--- src/rtl/fifo_pkg.sv ---
// Shared definitions for the synchronous FIFO and its read-side drain engine.
//   FIFO_WIDTH_DEF : default data width of the FIFO
//   FIFO_DEPTH_DEF : default depth of the FIFO
//   reader_state_e : control states of fifo_reader
package fifo_pkg;

  localparam int FIFO_WIDTH_DEF = 16;
  localparam int FIFO_DEPTH_DEF = 8;

  typedef enum logic [1:0] {
    IDLE  = 2'd0,
    RUN   = 2'd1,
    DRAIN = 2'd2
  } reader_state_e;

endpackage

--- src/rtl/fifo_reader_skid.sv ---
// Two-entry FIFO-ordered buffer that absorbs the FIFO's registered read latency.
// Ports:
//   clk, rst_n  : clock, asynchronous active-low reset
//   wr_en       : capture wr_data at this clock edge
//   wr_data     : word arriving from the FIFO read port
//   pop         : oldest entry consumed at this clock edge
//   buf_cnt     : number of occupied entries (0..2)
//   head_data   : oldest entry; only meaningful while buf_cnt != 0
module fifo_reader_skid #(
  parameter int WIDTH = 16
) (
  input  logic             clk,
  input  logic             rst_n,
  input  logic             wr_en,
  input  logic [WIDTH-1:0] wr_data,
  input  logic             pop,
  output logic [1:0]       buf_cnt,
  output logic [WIDTH-1:0] head_data
);

  logic [WIDTH-1:0] mem_reg [2];
  logic             wr_ptr_reg;
  logic             rd_ptr_reg;
  logic [1:0]       cnt_reg;

  // Each entry is written only when the write pointer selects it, so the head
  // entry never changes while it is waiting to be popped.
  genvar gi;
  generate
    for (gi = 0; gi < 2; gi++) begin : g_entry
      always_ff @(posedge clk or negedge rst_n) begin
        if (!rst_n) begin
          mem_reg[gi] <= '0;
        end else if (wr_en && (wr_ptr_reg == 1'(gi))) begin
          mem_reg[gi] <= wr_data;
        end
      end
    end
  endgenerate

  always_ff @(posedge clk or negedge rst_n) begin
    if (!rst_n) begin
      wr_ptr_reg <= 1'b0;
      rd_ptr_reg <= 1'b0;
      cnt_reg    <= 2'd0;
    end else begin
      if (wr_en) wr_ptr_reg <= ~wr_ptr_reg;
      if (pop)   rd_ptr_reg <= ~rd_ptr_reg;
      // Simultaneous write and pop leave the occupancy unchanged.
      case ({wr_en, pop})
        2'b10:   cnt_reg <= cnt_reg + 2'd1;
        2'b01:   cnt_reg <= cnt_reg - 2'd1;
        default: cnt_reg <= cnt_reg;
      endcase
    end
  end

  assign buf_cnt   = cnt_reg;
  assign head_data = mem_reg[rd_ptr_reg];

endmodule

--- src/rtl/fifo_reader.sv ---
// Read-side drain engine for the synchronous FIFO. Issues rd_en only when the
// FIFO is non-empty and the output buffer can take the word, and presents the
// data as a valid/ready stream.
// Ports:
//   clk, rst_n     : clock, asynchronous active-low reset
//   enable         : allows new FIFO reads while high
//   empty          : FIFO empty flag
//   underflow      : FIFO underflow flag (sets sticky underflow_err)
//   data_out       : FIFO read data, valid the cycle after rd_en
//   rd_en          : FIFO read request (combinational)
//   m_valid/m_data : output stream, m_ready from downstream
//   busy           : high in RUN or DRAIN
//   underflow_err  : sticky error flag, cleared only by reset
//   pop_count      : delivered-word counter, wraps
module fifo_reader
  import fifo_pkg::*;
#(
  parameter int FIFO_WIDTH = FIFO_WIDTH_DEF,
  parameter int CNT_WIDTH  = 16
) (
  input  logic                  clk,
  input  logic                  rst_n,
  input  logic                  enable,
  input  logic                  empty,
  input  logic                  underflow,
  input  logic [FIFO_WIDTH-1:0] data_out,
  output logic                  rd_en,
  output logic                  m_valid,
  output logic [FIFO_WIDTH-1:0] m_data,
  input  logic                  m_ready,
  output logic                  busy,
  output logic                  underflow_err,
  output logic [CNT_WIDTH-1:0]  pop_count
);

  reader_state_e        state_reg, state_next;
  logic                 inflight_reg;
  logic                 underflow_err_reg;
  logic [CNT_WIDTH-1:0] pop_count_reg;
  logic [1:0]           buf_cnt;
  logic [1:0]           occupancy;
  logic                 pop;

  fifo_reader_skid #(
    .WIDTH (FIFO_WIDTH)
  ) u_skid (
    .clk       (clk),
    .rst_n     (rst_n),
    .wr_en     (inflight_reg),
    .wr_data   (data_out),
    .pop       (pop),
    .buf_cnt   (buf_cnt),
    .head_data (m_data)
  );

  assign m_valid   = (buf_cnt != 2'd0);
  assign pop       = m_valid && m_ready;
  // Words already committed: buffered plus the one arriving this cycle.
  assign occupancy = buf_cnt + {1'b0, inflight_reg};

  // A read is issued only if its word is guaranteed a buffer slot when it
  // lands one cycle later. Gating with enable makes reads stop in the same
  // cycle enable falls, before the state register has left RUN.
  always_comb begin
    rd_en = 1'b0;
    if ((state_reg == RUN) && enable && !empty) begin
      rd_en = (occupancy <= 2'd1) || ((occupancy == 2'd2) && pop);
    end
  end

  always_comb begin
    state_next = state_reg;
    case (state_reg)
      IDLE:    if (enable) state_next = RUN;
      RUN:     if (!enable) state_next = DRAIN;
      DRAIN: begin
        if (enable) begin
          state_next = RUN;
        end else if (!inflight_reg && (buf_cnt == 2'd0)) begin
          state_next = IDLE;
        end
      end
      default: state_next = IDLE;
    endcase
  end

  always_ff @(posedge clk or negedge rst_n) begin
    if (!rst_n) begin
      state_reg         <= IDLE;
      inflight_reg      <= 1'b0;
      underflow_err_reg <= 1'b0;
      pop_count_reg     <= '0;
    end else begin
      state_reg    <= state_next;
      inflight_reg <= rd_en;
      if (underflow) underflow_err_reg <= 1'b1;
      if (pop)       pop_count_reg     <= pop_count_reg + CNT_WIDTH'(1);
    end
  end

  assign busy          = (state_reg != IDLE);
  assign underflow_err = underflow_err_reg;
  assign pop_count     = pop_count_reg;

endmodule

--- config.mk ---
export PLATFORM = sky130hd
export DESIGN_NAME = fifo_reader
export DESIGN_NICKNAME = d
export VERILOG_FILES = /design/src/rtl/fifo_pkg.sv /design/src/rtl/fifo_reader_skid.sv /design/src/rtl/fifo_reader.sv
export SDC_FILE = /design/constraint.sdc
export NUM_CORES = 1
export LEC_CHECK = 0
export CAP_MARGIN = 40
export CORE_MARGIN = 10
export CORE_UTILIZATION = 53
export DETAILED_ROUTE_END_ITERATION = 12
export PLACE_DENSITY_LB_ADDON = 0.25
export SYNTH_ARGS = -nofsm -noshare
export SYNTH_HDL_FRONTEND = slang
export SYNTH_SLANG_ARGS = --single-unit
--- constraint.sdc ---
create_clock -name clk -period 3 [get_ports clk]
set_clock_uncertainty 0.15 [all_clocks]
set_input_delay 0.9 -clock clk [delete_from_list [all_inputs] [get_ports clk]]
set_output_delay 0.9 -clock clk [all_outputs]
set_load 0.01 [all_outputs]
==> flow_summary.ini <==
[outcome]
status = completed

[logic_synthesis]
synth_adder_area_share_pct = 1.51
ys_types = 30
synthesis.nets = 205
synth_top_family_by_area = multiplexers
synthesis.area_mm2 = 0.00248
syn_inst = 180
syn_avg_cell_area_um2 = 13.8
synth_xor_area_share_pct = 7.41
yosysWarnings = 0
yosys.area_share.simple_pct = 9.18
synth.ff_latch_count = 56
synth_compound_area_share_pct = 1.36
synth.mux.area_fraction_pct = 21.8
yosysSeqAreaShare_pct = 56.5

[layout]
largest_reg_flops = 32
final_cell_mix = dfrtp_1, clkdlybuf4s50_1, mux2_2
area_delta_synth_final_pct = 28.4
diodes = 0
layout-drive-gt1-share_pct = 31.1
layout_commonest_cell = dfrtp_1
nets = 269
stdcell_count = 296
fillCellCount = 339
final_util_pct = 71.7

[sta]
drv_slew = 0
fin_crit_ns = 2.75
final-setup-viol-count = 0
slew_headroom_pct = 68.2
rsz0062_at_grt = false
hold_violations = 0
max_freq_ghz = 0.364
tightest_slew_ns = 0.476
period_share_pct = 91.5

[setup_path]
worstSetupStartpoint = enable
setup.worst_path.end_class = output pin
crit_end = rd_en
worstSetupStartpointType = input pin
crit_chain = clkdlybuf4s50_1, and4b_1, buf_2
crit_path_max_incr_delay_ns = 0.47
path_max_fanout = 2
reg2reg_slack_ns = 1.20
r2r_end = u_skid.buf_cnt[1]
required_ns = 1.95
arrival_ns = 1.70
r2r-start = u_skid.buf_cnt[0]
r2r_cells = 6
crit_type = input pin to output pin
crit_path_top_delay_cell = clkdlybuf4s50_1

[drt]
wl_um = 4940
first_pass_iters = 3
routed_via_density = 5.30
drcViolationCount = 0
routedWlPerCell_um = 16.7
dr.first_iter.drc_count = 27
antenna_left = 0
via_count = 1569

[floorplanning]
std_cell_rows = 24
start_util_pct = 55.8
core-area_mm2 = 0.00444
die_w_um = 88.4
dieArea_mm2 = 0.00782
fp.dieH_um = 88.4
ios = 58

[worst_hold_path]
min_path_type = input pin to async pin

[power_and_ir_drop]
ir_drop_uv = 479
leakagePower_nw = 1.37
pwr-share-seq_pct = 42.8
p_clk_share_pct = 13.2
power_density_mw_per_mm2 = 916
intPower_mw = 2.02
finalPower_mw = 2.92
switchingPower_mw = 0.904
p_comb_share_pct = 44.0
swShare_pct = 30.9

[global_routing]
grt_overflow_total = 0
antenna_found_initial = 0
grt_pass1_vias = 1670
grt_pass1_wl_um = 8270
grtUsageTotal_pct = 13.5
grt_max_degree = 25

[place]
gp_congestion = 0.732
dpl.cell_count = 289
io_buffer_count = 57
dpl.hpwl_um = 3760

[cts]
postCtsHoldBufs = 0
cts_inserted_buffers = 5
clk_pin_slew_ns = 0.09
cts_resized = 6
cts-htree-levels = 2
clock_sinks = 56
clk-insertion-delay-late_ns = 0.30
tritoncts = yes
post-cts-setup-buffers = 0
clock_tree.buffer_depth = 2
cts-root-buf = clkbuf_8

[run]
drv_cap = 0
-- cell families after synthesis --
group	Yosys count
DFF	56
muxes	48
and+or+nand+nor	38
xor gates and xnor gates	21
buffers and inverters	10
AOI/OAI and AO/OA	4
adders and majority gates	3
-- per-stage QoR --
stage | hold WS, ns | setup slack [ns] | TNS [ns] | area (um^2)
after detailed placement | 0.316 | -0.477 | -0.477 | 3120
final | 0.312 | 0.254 | 0 | 3190
after CTS | 0.317 | 0.236 | 0 | 3190
after global routing | 0.313 | 0.192 | 0 | 3190
after global placement | 0.302 | -0.410 | -0.410 | 3120
after floorplan | 0.309 | 0.562 | 0 | 2480
-- metal layers --
layer	GRT usage, %	vias up	share of wire [%]
met5	0	-	0
met4	4.11	0	1.1
met3	5.61	7	7.0
met2	21.2	36	47
met1	16.5	783	45
li1	-	743	-
-- how the worst min path moves through the flow --
stage / endpoint / cells after the start
after floorplan: state_reg[0] / 1
after global placement: underflow_err / 1
after detailed placement: pop_count[15] / 1
after CTS: u_skid.rd_ptr_reg / 1
after global routing: u_skid.mem_reg[15] / 1
final: u_skid.mem_reg[15] / 1
-- final cells by class --
cell class / instances / area [um^2] / share of cell area (%)
Clock buffer: 6 / 72.6 / 2.28
Clock inverter: 1 / 5.00 / 0.157
Inverter: 4 / 15.0 / 0.471
Multi-Input combinational cell: 114 / 1020 / 32.1
Tap cell: 52 / 65.1 / 2.04
Timing Repair Buffer: 63 / 604 / 19.0
Sequential cell: 56 / 1400 / 44.0
-- worst max-delay path: cells and delay by family --
family / cells / cell delay [ns]
buffers and inverters: 2 / 0.61
AND/OR/NAND/NOR: 1 / 0.19
-- power groups by stage --
stage	sequential, mW	clock [mW]	combinational (mW)
2_1_floorplan	1.21	0	0.742
3_3_place_gp	1.25	0	1.28
3_5_place_dp	1.26	0	1.31
4_1_cts	1.25	0.394	1.31
5_1_grt	1.30	0.428	1.39
6_report	1.25	0.384	1.28
-- synthesized netlist by cell type --
library cell / n / area, um^2
a21boi_0: 1 / 7.51
and3_4: 1 / 11.3
and4b_1: 1 / 10.0
buf_2: 3 / 15.0
buf_4: 2 / 15.0
buf_6: 1 / 11.3
dfrtp_1: 56 / 1400
ha_1: 3 / 37.5
inv_1: 3 / 11.3
inv_2: 1 / 3.75
mux2_2: 48 / 541
nand2_1: 10 / 37.5
nand2_2: 1 / 6.26
nand3_1: 4 / 20.0
nand4_1: 4 / 25.0
nand4_2: 1 / 12.5
nor2_1: 5 / 18.8
nor2_2: 2 / 12.5
nor2_4: 1 / 11.3
nor2b_1: 1 / 6.26
nor3_1: 1 / 5.00
nor3_4: 1 / 16.3
nor3b_1: 1 / 7.51
o2111a_2: 1 / 12.5
o21ai_0: 1 / 5.00
o21ai_2: 1 / 8.76
or2_2: 3 / 18.8
or2_4: 1 / 8.76
xnor2_1: 16 / 140
xor2_1: 5 / 43.8
Power figures use the tool's default switching activity.
